--- config.mk ---
export PLATFORM = sky130hd
export DESIGN_NAME = muldiv_sequencer_flat
export DESIGN_NICKNAME = d
export VERILOG_FILES = /design/src/rtl/muldiv_sequencer_if.sv /design/src/rtl/muldiv_sequencer.sv /design/src/flat_wrapper.sv
export SDC_FILE = /design/constraint.sdc
export NUM_CORES = 1
export LEC_CHECK = 0
export CORE_MARGIN = 1
export CORE_UTILIZATION = 30
export DETAILED_ROUTE_END_ITERATION = 8
export PLACE_DENSITY = 0.51
export SYNTH_ARGS = -nofsm -noshare
export SYNTH_HDL_FRONTEND = slang
export SYNTH_SLANG_ARGS = --single-unit
--- constraint.sdc ---
create_clock -name clk -period 9.7 [get_ports clk]
set_input_delay 1.94 -clock clk [delete_from_list [all_inputs] [get_ports clk]]
set_output_delay 1.94 -clock clk [all_outputs]
set_load 0.01 [all_outputs]
--- src/rtl/muldiv_sequencer_if.sv ---
// Handshake, result and shared-ALU signals between the core and the mul/div sequencer.
interface muldiv_sequencer_if;
    logic        start;
    logic [1:0]  op;
    logic [31:0] operand_a;
    logic [31:0] operand_b;
    logic        busy;
    logic        done;
    logic        div_by_zero;
    logic [31:0] hi;
    logic [31:0] lo;
    logic [31:0] alu_in1;
    logic [31:0] alu_in2;
    logic [3:0]  alu_ctrl;
    logic [31:0] alu_result;

    modport master (
        output start, op, operand_a, operand_b, alu_result,
        input  busy, done, div_by_zero, hi, lo, alu_in1, alu_in2, alu_ctrl
    );

    modport slave (
        input  start, op, operand_a, operand_b, alu_result,
        output busy, done, div_by_zero, hi, lo, alu_in1, alu_in2, alu_ctrl
    );
endinterface

--- src/rtl/muldiv_sequencer.sv ---
// Multi-cycle MULTU (shift-add) / DIVU (restoring) sequencer with HI/LO, time-sharing one external ALU.
//   state  | meaning
//   IDLE   | waiting for start, ALU idle
//   MUL    | one shift-add iteration per cycle
//   DIV    | one restoring-division iteration per cycle
//   DONE   | done pulse, HI/LO final; start may be accepted again
module muldiv_sequencer #(
    parameter int ITER = 32
) (
    input  logic                clk,
    input  logic                rst_n,
    muldiv_sequencer_if.slave   bus
);
    localparam int CW = $clog2(ITER) + 1;

    typedef enum logic [1:0] {S_IDLE, S_MUL, S_DIV, S_DONE} state_t;

    state_t         r_state;
    logic [CW-1:0]  r_cnt;
    logic           r_busy;
    logic           r_done;
    logic           r_dbz;
    logic [31:0]    r_hi;
    logic [31:0]    r_lo;
    logic [31:0]    r_wh;
    logic [31:0]    r_wl;
    logic [31:0]    r_opd;

    logic           w_accept;
    logic           w_last;
    logic [31:0]    w_rs;
    logic [31:0]    w_alu_in1;
    logic [31:0]    w_alu_in2;
    logic [3:0]     w_alu_ctrl;
    logic           w_carry;
    logic           w_geq;
    logic [31:0]    w_mul_hi;
    logic [31:0]    w_mul_lo;
    logic [31:0]    w_div_hi;
    logic [31:0]    w_div_lo;

    assign w_accept = bus.start && ((r_state == S_IDLE) || (r_state == S_DONE));
    assign w_last   = (r_cnt == CW'(ITER - 1));
    assign w_rs     = {r_wh[30:0], r_wl[31]};

    // Working regs are shared: MUL uses {P_hi,P_lo}+multiplicand, DIV uses {R,Q}+divisor.
    always_comb begin
        w_alu_in1  = '0;
        w_alu_in2  = '0;
        w_alu_ctrl = 4'b0000;
        case (r_state)
            S_MUL: begin
                w_alu_ctrl = 4'b0010;
                w_alu_in1  = r_wh;
                w_alu_in2  = r_wl[0] ? r_opd : 32'd0;
            end
            S_DIV: begin
                w_alu_ctrl = 4'b0110;
                w_alu_in1  = w_rs;
                w_alu_in2  = r_opd;
            end
            default: ;
        endcase
    end

    assign w_carry  = (bus.alu_result < w_alu_in1);
    assign w_mul_hi = {w_carry, bus.alu_result[31:1]};
    assign w_mul_lo = {bus.alu_result[0], r_wl[31:1]};

    // The bit shifted out of R is the 33rd remainder bit; if set, Rs certainly exceeds D.
    assign w_geq    = r_wh[31] | (w_rs >= r_opd);
    assign w_div_hi = w_geq ? bus.alu_result : w_rs;
    assign w_div_lo = {r_wl[30:0], w_geq};

    always_ff @(posedge clk or negedge rst_n) begin
        if (!rst_n) begin
            r_state <= S_IDLE;
            r_cnt   <= '0;
            r_busy  <= 1'b0;
            r_done  <= 1'b0;
            r_dbz   <= 1'b0;
            r_hi    <= '0;
            r_lo    <= '0;
            r_wh    <= '0;
            r_wl    <= '0;
            r_opd   <= '0;
        end else begin
            r_done <= 1'b0;
            case (r_state)
                S_IDLE, S_DONE: begin
                    r_state <= S_IDLE;
                    if (w_accept) begin
                        r_dbz <= 1'b0;
                        r_cnt <= '0;
                        case (bus.op)
                            2'b00: begin
                                r_wh    <= '0;
                                r_wl    <= bus.operand_b;
                                r_opd   <= bus.operand_a;
                                r_busy  <= 1'b1;
                                r_state <= S_MUL;
                            end
                            2'b01: begin
                                if (bus.operand_b == 32'd0) begin
                                    r_hi    <= bus.operand_a;
                                    r_lo    <= 32'hFFFF_FFFF;
                                    r_dbz   <= 1'b1;
                                    r_done  <= 1'b1;
                                    r_state <= S_DONE;
                                end else begin
                                    r_wh    <= '0;
                                    r_wl    <= bus.operand_a;
                                    r_opd   <= bus.operand_b;
                                    r_busy  <= 1'b1;
                                    r_state <= S_DIV;
                                end
                            end
                            2'b10: begin
                                r_hi    <= bus.operand_a;
                                r_done  <= 1'b1;
                                r_state <= S_DONE;
                            end
                            default: begin
                                r_lo    <= bus.operand_a;
                                r_done  <= 1'b1;
                                r_state <= S_DONE;
                            end
                        endcase
                    end
                end
                S_MUL: begin
                    r_wh  <= w_mul_hi;
                    r_wl  <= w_mul_lo;
                    r_cnt <= r_cnt + CW'(1);
                    if (w_last) begin
                        r_hi    <= w_mul_hi;
                        r_lo    <= w_mul_lo;
                        r_busy  <= 1'b0;
                        r_done  <= 1'b1;
                        r_state <= S_DONE;
                    end
                end
                S_DIV: begin
                    r_wh  <= w_div_hi;
                    r_wl  <= w_div_lo;
                    r_cnt <= r_cnt + CW'(1);
                    if (w_last) begin
                        r_hi    <= w_div_hi;
                        r_lo    <= w_div_lo;
                        r_busy  <= 1'b0;
                        r_done  <= 1'b1;
                        r_state <= S_DONE;
                    end
                end
                default: r_state <= S_IDLE;
            endcase
        end
    end

    assign bus.busy        = r_busy;
    assign bus.done        = r_done;
    assign bus.div_by_zero = r_dbz;
    assign bus.hi          = r_hi;
    assign bus.lo          = r_lo;
    assign bus.alu_in1     = w_alu_in1;
    assign bus.alu_in2     = w_alu_in2;
    assign bus.alu_ctrl    = w_alu_ctrl;
endmodule

--- src/flat_wrapper.sv ---
// flat-port wrapper written by rule: the top's interface ports become plain ports
module muldiv_sequencer_flat 
#(
    parameter int ITER = 32
)
  (clk, rst_n, bus_start, bus_op, bus_operand_a, bus_operand_b, bus_alu_result, bus_busy, bus_done, bus_div_by_zero, bus_hi, bus_lo, bus_alu_in1, bus_alu_in2, bus_alu_ctrl);
  muldiv_sequencer_if bus_i ();
  input  logic clk;
  input  logic rst_n;
  input wire logic [$bits(bus_i.start)-1:0] bus_start;
  input wire logic [$bits(bus_i.op)-1:0] bus_op;
  input wire logic [$bits(bus_i.operand_a)-1:0] bus_operand_a;
  input wire logic [$bits(bus_i.operand_b)-1:0] bus_operand_b;
  input wire logic [$bits(bus_i.alu_result)-1:0] bus_alu_result;
  output wire logic [$bits(bus_i.busy)-1:0] bus_busy;
  output wire logic [$bits(bus_i.done)-1:0] bus_done;
  output wire logic [$bits(bus_i.div_by_zero)-1:0] bus_div_by_zero;
  output wire logic [$bits(bus_i.hi)-1:0] bus_hi;
  output wire logic [$bits(bus_i.lo)-1:0] bus_lo;
  output wire logic [$bits(bus_i.alu_in1)-1:0] bus_alu_in1;
  output wire logic [$bits(bus_i.alu_in2)-1:0] bus_alu_in2;
  output wire logic [$bits(bus_i.alu_ctrl)-1:0] bus_alu_ctrl;
  assign bus_i.start = bus_start;
  assign bus_i.op = bus_op;
  assign bus_i.operand_a = bus_operand_a;
  assign bus_i.operand_b = bus_operand_b;
  assign bus_i.alu_result = bus_alu_result;
  assign bus_busy = bus_i.busy;
  assign bus_done = bus_i.done;
  assign bus_div_by_zero = bus_i.div_by_zero;
  assign bus_hi = bus_i.hi;
  assign bus_lo = bus_i.lo;
  assign bus_alu_in1 = bus_i.alu_in1;
  assign bus_alu_in2 = bus_i.alu_in2;
  assign bus_alu_ctrl = bus_i.alu_ctrl;
  muldiv_sequencer #(.ITER(ITER)) u_core (.clk(clk), .rst_n(rst_n), .bus(bus_i));
endmodule
Word-level counts from Yosys, hierarchy flattened:

Cells that the tools add are included.

* register bits after elaboration: 171
* input bits: 101
* logic and storage cells: 90

* $add $sub $neg: 1
* $lt $le $gt $ge: 2
* equality and inequality tests: 16
* multiplexer cells: 45
* bitwise logic cells: 1
* reductions and logical operators: 15

Operators with widths (number)
* $mux W32: 15
* $pmux W32 S2: 7
* $pmux W32 S3: 4
* $ge A32 B32 Y1: 1
* $logic_not A32 Y1: 1
* $lt A32 B32 Y1: 1
* $pmux W6 S2: 1
* $reduce_and A5 Y1: 2
* $ne A3 B3 Y1 const B: 3
* $mux W1: 8
* $ne A2 B1 Y1 const B: 4
* $pmux W1 S2: 4
* $pmux W2 S2: 2
* $reduce_and A4 Y1: 2
* $add A6 B1 Y6 const B: 1
* $eq A2 B2 Y1 const B: 3
* $eq A6 B5 Y1 const B: 1
* $mux W6: 1
* $pmux W3 S2: 1
* $reduce_or A2 Y1: 3
* $eq A2 B1 Y1 const B: 2
* $logic_not A2 Y1: 2
* $mux W2: 2
* $ne A2 B2 Y1 const B: 2
* other kinds (7): 7

Depth between registers and ports, before layout:

* word-level depth: 5
* gate-level depth with buffers: 14
* mapped depth without buffers: 12

Worst setup path after synthesis:

No wires, ideal clock.

* path kind: reg-to-output
* start point: register u_core.r_state[0]
* end point: output port bus_alu_in1[0]
* arrival: 1.794 ns
* slack: 5.966 ns
* cell stages (with the launch flop): 8
* path buffers: 4
* cells stage by stage: dfrtp_1 inv_1 ha_1 buf_2 buf_1 buf_1 buf_1 nor2_1

* word-level cells in the longest chain between the ends: 2
* elaborated cells on any way between the ends: 3
* those cells by class: eq/ne (2); mux (1)

RTL lines
* start: declaration: line muldiv_sequencer.sv:18 `state_t r_state;`
* start signal: assignment: line muldiv_sequencer.sv:77 `r_state <= S_IDLE;`
* start signal: assignment: line muldiv_sequencer.sv:91 `r_state <= S_IDLE;`
* start signal: assignment: line muldiv_sequencer.sv:101 `r_state <= S_MUL;`
* $eq A2 B2 Y1 / $eq A2 B1 Y1 (equally long branches): line muldiv_sequencer.sv:51 `case (r_state)`
* $pmux W32 S2 (*): line muldiv_sequencer.sv:51
* end: declaration: line flat_wrapper.sv:20 `output wire logic [$bits(bus_i.alu_in1)-1:0] bus_alu_in1;`

Every way passes the cells marked *; elsewhere a longest branch is shown, timed or not.

Worst setup path after layout:

* start point: register u_core.r_state[1]
* end point: output port bus_alu_in2[3]

* word-level cells in the longest chain between the ends: 2
* elaborated cells on any way between the ends: 3
* those cells by class: eq/ne (2); mux (1)

RTL lines
* $eq A2 B2 Y1 / $eq A2 B1 Y1 (equally long branches): line muldiv_sequencer.sv:51
* $pmux W32 S2 (*): line muldiv_sequencer.sv:51
* end: declaration: line flat_wrapper.sv:21 `output wire logic [$bits(bus_i.alu_in2)-1:0] bus_alu_in2;`

Marks and branches as above.

==> flow_metrics.py <==
metrics = {
    "outcome": {
        "status": "complete, no violations",
    },
    "sta": {
        "slew_headroom": 0.200,
        "fin_setup_tns_ps": 0,
        "finalCritPeriodShare": 0.568,
        "rsz0062_at_grt": "no",
        "setup_violations": 0,
        "final-hold-violation-count": 0,
        "fin_crit_ps": 5510,
        "tightest_slew_ps": 1200,
        "clock_skew_ps": 15.7,
        "maxSlewViolCount": 0,
        "fmax_ghz": 0.181,
    },
    "drt": {
        "post-route-drc-count": 0,
        "dr.pass1.iters": 5,
        "routed_wirelength_mm": 42.2,
        "drt_iter0_markers": 674,
        "routedWlPerCell_um": 21.9,
        "vias": 10446,
        "ant_nets": 0,
        "via_per_inst": 5.42,
    },
    "floorplan": {
        "start_util": 0.305,
        "boundaryPins": 236,
        "die_area_sq_um": 38100,
        "fp.coreArea_sq_um": 36700,
        "die_h_um": 195,
        "die_x_um": 195,
        "placementRows": 70,
    },
    "logic_synthesis": {
        "synth_area_leaders": "dfrtp_1 (38%), mux2i_1 (8.6%), ha_1 (7.8%)",
        "yosysUniqueCellTypes": 61,
        "syn_avg_cell_area_sq_um": 8.82,
        "synthDominantCellAreaShare": 0.382,
        "netlist_area_sq_um": 11200,
        "synth_edf_count": 0,
        "ys_seq_area_frac": 0.382,
        "yosysWarningCount": 0,
        "yosys.area.top_type": "dfrtp_1",
        "async_flop_share": 1.00,
        "ys.flop_type": "dfrtp_1",
        "synth-seq-cells": 171,
        "syn_inst": 1271,
    },
    "finish": {
        "final_common_cell": "clkdlybuf4s50_1",
        "design_area_sq_um": 14500,
        "fillers": 3716,
        "area_delta_synth_final_pct": 29.5,
        "final_cell_mix": "clkdlybuf4s50_1 (232), nand2_1 (212), dfrtp_1 (171)",
        "nets": 1616,
        "drive_gt1_frac": 0.0809,
        "register_area_sq_um": 4280,
        "multi_input_area_sq_um": 6310,
        "final_util": 0.396,
    },
    "clock_tree": {
        "clockRootBuffer": "clkbuf_16",
        "path_clk_slew_ps": 70,
        "numClockSinks": 171,
        "cts_hold_buf": 0,
        "cts_setup_buffers": 0,
        "ctsResizeCount": 0,
        "numCtsBuffers": 17,
        "insertion_delay_ps": 450,
        "clk_path_buf_depth": 2,
        "htree_levels": 4,
        "cts_tree": "yes",
    },
    "setup_path": {
        "cpMaxStageDelayCell": "ha_2",
        "reg2reg_slack_ps": 5030,
        "max_stage_delay_ps": 620,
        "worstPathArrival_ps": 3570,
        "critical_path_class": "reg2out",
        "path_buf_inv": 3,
        "endpoint": "bus_alu_in2[3]",
        "crit_chain": "inv_1, ha_2, buf_4, a21oi_4, nor3_1, clkdlybuf4s50_1",
        "start_kind": "flip-flop",
        "worstPathRequired_ps": 7760,
        "cpLargestDelayFamily": "buffers and inverters",
        "startpoint": "u_core.r_state[1]$_DFFE_PN0N_",
        "r2r_start": "u_core.r_state[1]$_DFFE_PN0N_",
        "reg2reg_depth": 13,
        "cp_max_fo": 41,
        "worst-path-stages": 6,
        "r2r_end": "u_core.bus.hi[31]$_DFFE_PN0P_",
        "cp-end-kind": "primary output",
    },
    "grt": {
        "track_usage": 0.223,
        "grt_pass1_wl_mm": 64.5,
        "grt_max_degree": 74,
        "grt_pass1_vias": 10344,
        "antenna_found_initial": 1,
        "overflow": 0,
    },
    "power_and_ir_drop": {
        "power.density_nw_per_um2": 351,
        "p_leak_uw": 0.00633,
        "irDropWorstVdd_mv": 0.182,
    },
    "placement": {
        "finalWeightedCongestion": 0.831,
        "io_buffers": 233,
        "dp_hpwl_mm": 30.9,
        "placed_area_sq_um": 13900,
    },
    "min_path": {
        "hold_path.class": "reg2reg",
    },
    "job": {
        "drv_cap": 0,
    },
}
[stage by stage]
| step | power [uW] | hold WS (ps) | setup slack (ps) | std cells |
|---|---|---|---|---|
| 2_1_floorplan | 3230 | 450 | 5970 | 1272 |
| 3_3_place_gp | 4330 | 462 | 4660 | 1894 |
| 3_5_place_dp | 4370 | 471 | 4610 | 1894 |
| 4_1_cts | 5140 | 486 | 4170 | 1926 |
| 5_1_grt | 5490 | 504 | 3940 | 1926 |
| 6_report | 5090 | 479 | 4190 | 1927 |
[metal layers]
metal	wire length (um)	global-route usage
met1	19300	0.304
met2	20000	0.367
met3	2150	0.0380
met4	728	0.0537
met5	0	0
[cells in the mapped netlist (2+ instances only)]
cell       count
a21oi_1       65
a22oi_1       36
and4_1         4
nand2_1      213
nor4_1         8
a221oi_1      17
a21o_1         2
mux2i_1       96
o31ai_1       17
o21ai_0       80
o21ai_1        3
xnor2_1        2
buf_2         12
buf_12         3
ha_1          70
a211o_2       20
a211oi_1       6
a211o_1       10
buf_1         20
o211a_1        2
dfrtp_1      171
nand4_1       12
nor2b_1        3
a21boi_0      15
o2bb2ai_1      2
nor2_1        66
inv_1         74
or2_2         32
a221o_1       16
nor3_1        35
o21a_1         2
a211oi_2       3
nand2b_1       2
o22ai_1        4
o211ai_1       2
and2_1        30
o32a_1        31
nand3_1        7
clkbuf_1      53
buf_4          4
[registers in the layout, indices dropped and copies added, names as in the netlist]
name                    count
u_core.bus.lo              32
u_core.bus.div_by_zero      1
u_core.bus.done             1
u_core.r_state              2
u_core.r_wl                32
u_core.r_cnt                6
u_core.bus.busy             1
u_core.bus.hi              32
u_core.r_wh                32
u_core.r_opd               32
[final cells by class]
cell class,count,share of cell area
timing repair buffer,246,0.167
clock buffer,20,0.0321
tap,468,0.0403
sequential,171,0.295
clock inverter,12,0.0109
inverter,75,0.0194
multi-input combinational,934,0.435
antenna,1,0.000172
[logic make-up (layout without fill, tap and decap cells)]
family	Yosys count	count (layout)	synth area share
compound gates	348	348	0.223
xor+xnor	2	2	0.00156
fa+ha+maj	70	70	0.0781
buf+inv	167	353	0.0630
flops	171	171	0.382
mux	96	96	0.0857
other cells	1	3	0.000335
simple gates	416	416	0.167
[worst register-to-register path, cell delays in order, from the launching register on]
cell and delay [ps]:
dfrtp_1 430, inv_1 80, ha_2 620, buf_4 590
a22oi_1 160, or2_2 350, ha_1 320, a211oi_1 310
o21ai_0 150, o211a_1 280, o32a_1 370, a211oi_1 570
a21oi_1 170, o22ai_1 170
[power by group]
group / switching (uW) / internal, uW / total [uW] / leakage, uW
clock: 323 / 430 / 753 / 0.000312
combinational: 1760 / 1250 / 3010 / 0.00390
sequential: 264 / 1060 / 1330 / 0.00212
[worst min path at each step]
stage	slack (ps)	end	from	depth (start not counted)
after floorplan	450	u_core.r_opd[10]$_DFFE_PN0P_	u_core.r_opd[10]$_DFFE_PN0P_	2
after global routing	500	u_core.bus.lo[7]$_DFFE_PN0P_	u_core.bus.lo[7]$_DFFE_PN0P_	2
final	480	u_core.r_opd[17]$_DFFE_PN0P_	u_core.r_opd[17]$_DFFE_PN0P_	2
after CTS	490	u_core.r_opd[6]$_DFFE_PN0P_	u_core.r_opd[6]$_DFFE_PN0P_	2
after detailed placement	470	u_core.r_opd[6]$_DFFE_PN0P_	u_core.r_opd[6]$_DFFE_PN0P_	2
after global placement	460	u_core.bus.lo[31]$_DFFE_PN0P_	u_core.bus.lo[31]$_DFFE_PN0P_	2
Note: power is estimated with default switching activity, not from simulation.
